===== config.mk =====
export PLATFORM = sky130hd
export DESIGN_NAME = spi_bus_arbiter
export DESIGN_NICKNAME = d
export VERILOG_FILES = /design/src/rtl/spi_ctrl_pkg.sv /design/src/rtl/spi_bus_arbiter.sv
export SDC_FILE = /design/constraint.sdc
export NUM_CORES = 1
export LEC_CHECK = 0
export CORE_MARGIN = 4
export CORE_UTILIZATION = 38
export CTS_CLUSTER_SIZE = 16
export DETAILED_ROUTE_END_ITERATION = 10
export PLACE_DENSITY = 0.76
export SYNTH_ARGS = -nofsm -noshare
export SYNTH_HDL_FRONTEND = slang
export SYNTH_SLANG_ARGS = --single-unit

===== constraint.sdc =====
create_clock -name clk -period 1.95 [get_ports clk]
set_input_delay 0.585 -clock clk [delete_from_list [all_inputs] [get_ports clk]]
set_output_delay 0.585 -clock clk [all_outputs]
set_load 0.01 [all_outputs]

===== src/rtl/spi_ctrl_pkg.sv =====
// Shared encodings for the SPI bridge bus arbiter: FSM states, transaction
// op codes and the word returned when a read is aborted.
package spi_ctrl_pkg;

  typedef enum logic [2:0] {
    IDLE    = 3'd0,
    ISSUE   = 3'd1,
    WAIT    = 3'd2,
    DONE    = 3'd3,
    HOLDOFF = 3'd4
  } state_t;

  typedef enum logic {
    OP_READ  = 1'b0,
    OP_WRITE = 1'b1
  } op_t;

  localparam logic [31:0] ERR_DATA_DEFAULT = 32'hFFFF_FFFF;

endpackage


===== src/rtl/spi_bus_arbiter.sv =====
// Round-robin arbiter sharing the SPI bridge word bus between the controller
// core (requester 0) and the debug/command path (requester 1).
//  state   | meaning
//  IDLE    | sample requests, grant round-robin, latch op and write word
//  ISSUE   | one-cycle read/write strobe to the bridge
//  WAIT    | wait for the matching response or the timeout
//  DONE    | one-cycle ack (and err) to the winner with read word
//  HOLDOFF | settle cycle for requester deassert and response tail
module spi_bus_arbiter
  import spi_ctrl_pkg::*;
#(
  parameter int unsigned TIMEOUT_CYCLES = 1048576,
  parameter logic [31:0] ERR_DATA       = ERR_DATA_DEFAULT
) (
  input  logic        clk,
  input  logic        reset,
  input  logic [1:0]  req_read,
  input  logic [1:0]  req_write,
  input  logic [31:0] req_write_data0,
  input  logic [31:0] req_write_data1,
  output logic [31:0] req_read_data,
  output logic [1:0]  req_ack,
  output logic [1:0]  req_err,
  output logic        spi_read,
  output logic        spi_write,
  output logic [31:0] spi_write_data,
  input  logic [31:0] spi_read_data,
  input  logic        spi_read_response,
  input  logic        spi_write_response,
  output logic        busy
);

  localparam int CW = $clog2(TIMEOUT_CYCLES);

  state_t         state;
  op_t            op;
  logic           winner;
  logic           last_grant;
  logic [CW-1:0]  count;
  logic [1:0]     pending;
  logic           grant_id;
  logic           match_resp;

  assign pending    = req_read | req_write;
  assign match_resp = (op == OP_WRITE) ? spi_write_response : spi_read_response;

  always_comb begin
    grant_id = pending[0] ? 1'b0 : 1'b1;
    if (&pending) grant_id = ~last_grant;
  end

  always_ff @(posedge clk) begin
    if (reset) begin
      state          <= IDLE;
      op             <= OP_READ;
      winner         <= 1'b0;
      last_grant     <= 1'b1;
      count          <= '0;
      req_read_data  <= '0;
      req_ack        <= '0;
      req_err        <= '0;
      spi_read       <= 1'b0;
      spi_write      <= 1'b0;
      spi_write_data <= '0;
      busy           <= 1'b0;
    end else begin
      spi_read      <= 1'b0;
      spi_write     <= 1'b0;
      req_ack       <= '0;
      req_err       <= '0;
      req_read_data <= '0;
      case (state)
        IDLE: begin
          if (|pending) begin
            winner         <= grant_id;
            last_grant     <= grant_id;
            // a requester holding both read and write gets its write first
            op             <= req_write[grant_id] ? OP_WRITE : OP_READ;
            spi_write      <= req_write[grant_id];
            spi_read       <= ~req_write[grant_id];
            spi_write_data <= grant_id ? req_write_data1 : req_write_data0;
            busy           <= 1'b1;
            state          <= ISSUE;
          end
        end
        ISSUE: begin
          count <= '0;
          state <= WAIT;
        end
        WAIT: begin
          if (match_resp) begin
            req_ack[winner] <= 1'b1;
            req_read_data   <= (op == OP_READ) ? spi_read_data : 32'h0;
            state           <= DONE;
          end else if (count == CW'(TIMEOUT_CYCLES - 1)) begin
            req_ack[winner] <= 1'b1;
            req_err[winner] <= 1'b1;
            req_read_data   <= (op == OP_READ) ? ERR_DATA : 32'h0;
            state           <= DONE;
          end else begin
            count <= count + CW'(1);
          end
        end
        DONE: state <= HOLDOFF;
        HOLDOFF: begin
          busy  <= 1'b0;
          state <= IDLE;
        end
        default: begin
          busy  <= 1'b0;
          state <= IDLE;
        end
      endcase
    end
  end

endmodule


**Yosys cells after proc, flatten, opt, wreduce, memory -nomap -nowiden**

Index checks and enable logic that the tools add are counted.

- $add $sub $neg: 1
- $lt $le $gt $ge: 3
- Equality and inequality tests: 8
- Muxes and demuxes: 24
- Bitwise logic cells: 7
- Reduce and logical (&&, ||, !) cells: 13

Operators with widths:

| operator | number |
|---|---|
| $mux W32 | 5 |
| $mux W20 | 2 |
| $pmux W20 S2 | 1 |
| $add A20 B1 Y20 const B | 1 |
| $eq A20 B20 Y1 const B | 1 |
| $pmux W3 S4 | 1 |
| $mux W3 | 3 |
| $reduce_or A3 Y1 | 3 |
| $mux W1 | 8 |
| $reduce_and A2 Y1 | 4 |
| $eq A3 B2 Y1 const B | 2 |
| $ne A2 B2 Y1 const B | 3 |
| $not A1 Y1 | 6 |
| $lt A1 B2 Y1 const B | 2 |
| $mux W2 | 2 |
| $reduce_or A2 Y1 | 2 |
| $eq A3 B1 Y1 const B | 1 |
| $logic_not A3 Y1 | 1 |
| $ne A3 B3 Y1 const B | 1 |
| $reduce_and A3 Y1 | 1 |
| $or A2 B2 Y2 | 1 |
| $pmux W1 S2 | 1 |
| $reduce_bool A2 Y1 | 1 |
| $demux W1 S1 | 1 |
| other kinds (2) | 2 |

- Flip-flop bits (word level): 97
- Input bits: 104

**Longest topological paths before layout**

- Depth in word-level cells: 6
- Depth in mapped cells: 7
- Depth with buffers taken out: 6

**Worst setup path after synthesis**

OpenSTA, ideal clock, no wires.

- Kind: flip-flop to flip-flop
- Start point: register count[0]
- End point: register count[16]
- Setup time: 0.070 ns
- Data arrival time: 1.880 ns
- Required time: 1.880 ns
- Path slack: 0.000 ns
- Cell stages (with the launch flop): 7
- Buffers on the path: 0
- Cell sequence: dfxtp_1 > ha_1 > nand3_1 > nor4_1 > nand3_1 > or3_2 > a21oi_1

- Longest elaborated chain between the ends: 4
- Elaborated cells on any way between the ends: 7

Ends and longest elaborated chain:

| element | line | RTL |
|---|---|---|
| start: declaration | spi_bus_arbiter.sv:39 | `logic [CW-1:0] count;` |
| start signal: assignment | spi_bus_arbiter.sv:101 | `count <= count + CW'(1);` |
| $add A20 B1 Y20 | spi_bus_arbiter.sv:101 |  |
| $mux W20 | spi_bus_arbiter.sv:95 | `end else if (count == CW'(TIMEOUT_CYCLES - 1)) begin` |
| $mux W20 | spi_bus_arbiter.sv:91 | `if (match_resp) begin` |
| $pmux W20 S2 | spi_bus_arbiter.sv:72 | `case (state)` |

Parallel ways exist; a longest one is shown, timed or not. The select of a mux whose other input is x is not followed.
A chain may end at the register's enable or synchronous reset.

**Final worst setup path**

- Start point: input spi_read_response
- End point: register count[16]

- Longest elaborated chain between the ends: 3

Ends and longest elaborated chain:

| element | line | RTL |
|---|---|---|
| start: declaration | spi_bus_arbiter.sv:28 | `input logic spi_read_response,` |
| $mux W1 | spi_bus_arbiter.sv:45 | `assign match_resp = (op == OP_WRITE) ? spi_write_response : spi_read_response;` |
| $ne A2 B2 Y1 (no source line) | n/a |  |
| $reduce_and A3 Y1 (no source line) | n/a |  |

No other way between the ends.

==> flow_summary_export.csv <==
group,metric,value,unit
power_and_ir_drop,p_sw,1.95,mW
worst_setup_path,end_kind,"flip-flop",
min_path,worst_hold_path_type,"reg -> reg",
drt,firstDrtPassIters,4,
layout,finalNetCount,768,
worst_setup_path,r2r_setup_slack,0.03,ns
placement,dp.final_hpwl,8.86,mm
drt,antenna_left,0,
worst_setup_path,crit_fanout,7,
synthesis,synthFlopType,"dfxtp_1",
power_and_ir_drop,p_comb_share,37.5,%
synthesis,synthTopCellsByArea,"dfxtp_1, mux2i_1, a211oi_1, a21oi_1, nor2_1",
sta,maxSlewHeadroom,75.0,%
layout,area_delta_synth_final,65.1,%
floorplan,die_area,0.0124,mm²
drt,via_count,4032,
layout,final_cells,804,
sta,slew_viol_final,0,
power_and_ir_drop,power_frac_seq,39.7,%
worst_setup_path,startpoint,"spi_read_response",
synthesis,ys_async_sr_fraction,0,%
grt,grt_overflow,0,
grt,antenna_found_initial,0,
sta,setup_viol,0,
placement,place_congestion,0.843,
worst_setup_path,slowest_stage,"clkdlybuf4s50_1",
worst_setup_path,worstSetupStartpointType,"primary input",
floorplan,fp.dieH,111,µm
synthesis,synth_top_area_share,48.0,%
power_and_ir_drop,p_clk_share,22.8,%
grt,grt_use_total,18.1,%
floorplan,rows,37,
synthesis,netlist_instances,441,
min_path,whs_path_depth,1,
flow_run,cap_violations,0,
worst_setup_path,rr_startpoint,"count[18]",
floorplan,ioPinCount,175,
power_and_ir_drop,vdd_ir_drop_max,546,µV
sta,fmax,516,MHz
grt,grt_pass1_wl,18.7,mm
placement,io_buffers,174,
status,status,"completed",
worst_setup_path,r2r_end,"count[16]",
synthesis,ys_ff_latch,97,
power_and_ir_drop,internal_power,4.10,mW
clock_network,ctsHoldBuffers,0,
layout,diodes,0,
sta,worst_pin_slew,0.375,ns
clock_network,cts_max_level,3,
floorplan,die_x,111,µm
clock_network,cts_buffers,9,
sta,fin_crit,1.94,ns
worst_setup_path,crit_chain,"clkdlybuf4s50_1 -> mux2_4 -> a311oi_2 -> buf_4 -> a211oi_4 -> buf_6 -> o21ai_0 -> a21oi_2",
worst_setup_path,worst_ep_required_time,2.20,ns
min_path,min_from,"count[19]",
drt,wl_per_cell,14.7,µm
clock_network,cts.path.max_buffers,2,
synthesis,synth-edff-count,0,
sta,fin_crit_sh,99.4,%
layout,drive_above_1_share,17.4,%
worst_setup_path,reg2reg_depth,7,
worst_setup_path,critPathMaxStageDelay,0.43,ns
drt,finalWirelength,11.8,mm
floorplan,start_util,39.2,%
grt,grt_max_degree,36,
clock_network,clock-root-buffer,"clkbuf_8",
sta,final-hold-violation-count,0,
sta,rsz0062_at_grt,"true",
drt,vias_per_cell,5.01,
synthesis,synthesis.nets,546,
drt,drt_iter0_drc,213,
power_and_ir_drop,p_per_area,906,mW/mm²
synthesis,ys_warn_count,0,
synthesis,seq_area_frac_synth,48.0,%
worst_setup_path,path_class,"in -> reg",
clock_network,clock_sinks,97,
synthesis,syn_area,0.00405,mm²
worst_setup_path,critPathArrivalTime,2.19,ns
min_path,min_to,"count[19]",
power_and_ir_drop,swShare,32.2,%
clock_network,clkLatencyLatePin,0.37,ns
clock_network,cts_tree,"built",
synthesis,synth_area_per_cell,9.17,µm²
clock_network,clkTransAtPathRegs,0.10,ns
drt,drc_errors,0,
floorplan,core_region_area,0.0103,mm²
synthesis,synth.distinct_cells,59,
sta,fin_worst_skew,0.0143,ns
power_and_ir_drop,p_leak,2.58,nW
power_and_ir_drop,power,6.05,mW
grt,grt_pass1_vias,3966,
synthesis,yosysTopAreaCell,"dfxtp_1",
placement,post-place-cells,784,
==> timing repair <==
action	4_1_cts	5_1_grt
pin swaps	1	3
buffers inserted	1	3
setup endpoints to repair	29	86
hold endpoints to repair	0	0
resized for setup	2	24
==> power groups by stage <==
stage / clock network [mW] / logic, mW / registers (mW)
4_1_cts: 1.40 / 2.21 / 2.40
6_report: 1.38 / 2.27 / 2.40
3_5_place_dp: 0 / 2.18 / 2.44
2_1_floorplan: 0 / 0.949 / 2.54
3_3_place_gp: 0 / 2.13 / 2.44
5_1_grt: 1.48 / 2.46 / 2.44
==> registers in the layout, summed over array words and instances, names as in the netlist <==
| name | count |
|---|---|
| req_read_data | 32 |
| spi_write_data | 32 |
| count | 20 |
| state | 3 |
| req_ack | 2 |
| req_err | 2 |
| busy | 1 |
| last_grant | 1 |
| op | 1 |
| spi_read | 1 |
| spi_write | 1 |
| winner | 1 |
==> cell type report <==
type / instances / area [µm²]
clock inverter: 7 / 87.6
fill: 807 / 3640
sequential: 97 / 1950
timing repair buffer: 243 / 2320
multi-input combinational: 308 / 2010
tap: 136 / 170
inverter: 4 / 15.0
clock buffer: 9 / 124
==> cells by family (layout without fill, tap and decap cells) <==
group | Yosys count | count (layout) | synth area share [%]
and+or+nand+nor | 150 | 150 | 18.1
adders and majority gates | 1 | 1 | 0.309
buffers and inverters | 36 | 263 | 4.64
DFF | 97 | 97 | 48.0
xor gates and xnor gates | 1 | 1 | 0.217
muxes | 38 | 38 | 9.43
AOI/OAI and AO/OA | 118 | 118 | 19.3
==> Yosys cell counts (2+ instances only) <==
library cell and number:
dfxtp_1 97, nor2_1 49, nand2_1 46, a21oi_1 45, mux2i_1 37, a211oi_1 33, clkbuf_1 18, o21ai_0 9
nor3_1 8, nand3_1 7, a31oi_1 6, buf_2 6, nand4_1 6, and3_1 5, buf_6 5, a22o_1 4
inv_1 4, nor4_1 4, nor3b_1 3, o21a_1 3, or4_1 3, a21o_1 2, and2_1 2, and4_1 2
buf_4 2, o22ai_1 2
==> layer usage <==
metal | part of all wire, % | GRT usage (%)
met4 | 1.1 | 5.84
met3 | 9.1 | 5.51
met5 | 0 | 0
met2 | 48 | 30.7
met1 | 42 | 21.8
==> through the flow <==
step	setup slack, ns	hold slack, ns	util (%)	TNS, ns	area (µm²)
global placement	-0.301	0.453	61.5	-13.81	6350
global route	-0.0276	0.474	64.7	-0.0891	6680
finish	0.0108	0.441	64.7	0	6680
CTS	0.00236	0.482	63.7	0	6570
detailed placement	-0.379	0.458	61.5	-16.28	6350
floorplan	0.104	0.430	-	0	4050
==> how the worst max path moves through the flow <==
stage | endpoint | slack [ns]
CTS | count[16] | 0.002
detailed placement | spi_write_data[30] | -0.38
global route | count[16] | -0.03
finish | count[16] | 0.01
floorplan | count[16] | 0.10
global placement | spi_write_data[17] | -0.30
==> cells in the final DEF, fill, tap and decap left out, types with 3 or more instances in the layout <==
cell and count:
nand4_1 6, a21oi_1 44, a211oi_1 29, buf_4 62, o21a_1 3, nand2_1 46
a31oi_1 6, a211oi_2 4, dfxtp_2 4, clkbuf_8 9, clkdlybuf4s50_1 171, inv_1 4
a22o_1 4, nor3_1 8, mux2i_1 37, nor2_1 49, buf_12 4, o21ai_0 7
dfxtp_1 93, and3_1 5, buf_6 3, nor3b_1 3, nand3_1 6
==> worst max-delay path, delay by kind of cell <==
family / cells / cell delay (ns)
buf+inv: 3 / 0.71
compound gates: 4 / 0.57
mux: 1 / 0.31
Power figures use the tool's default switching activity.
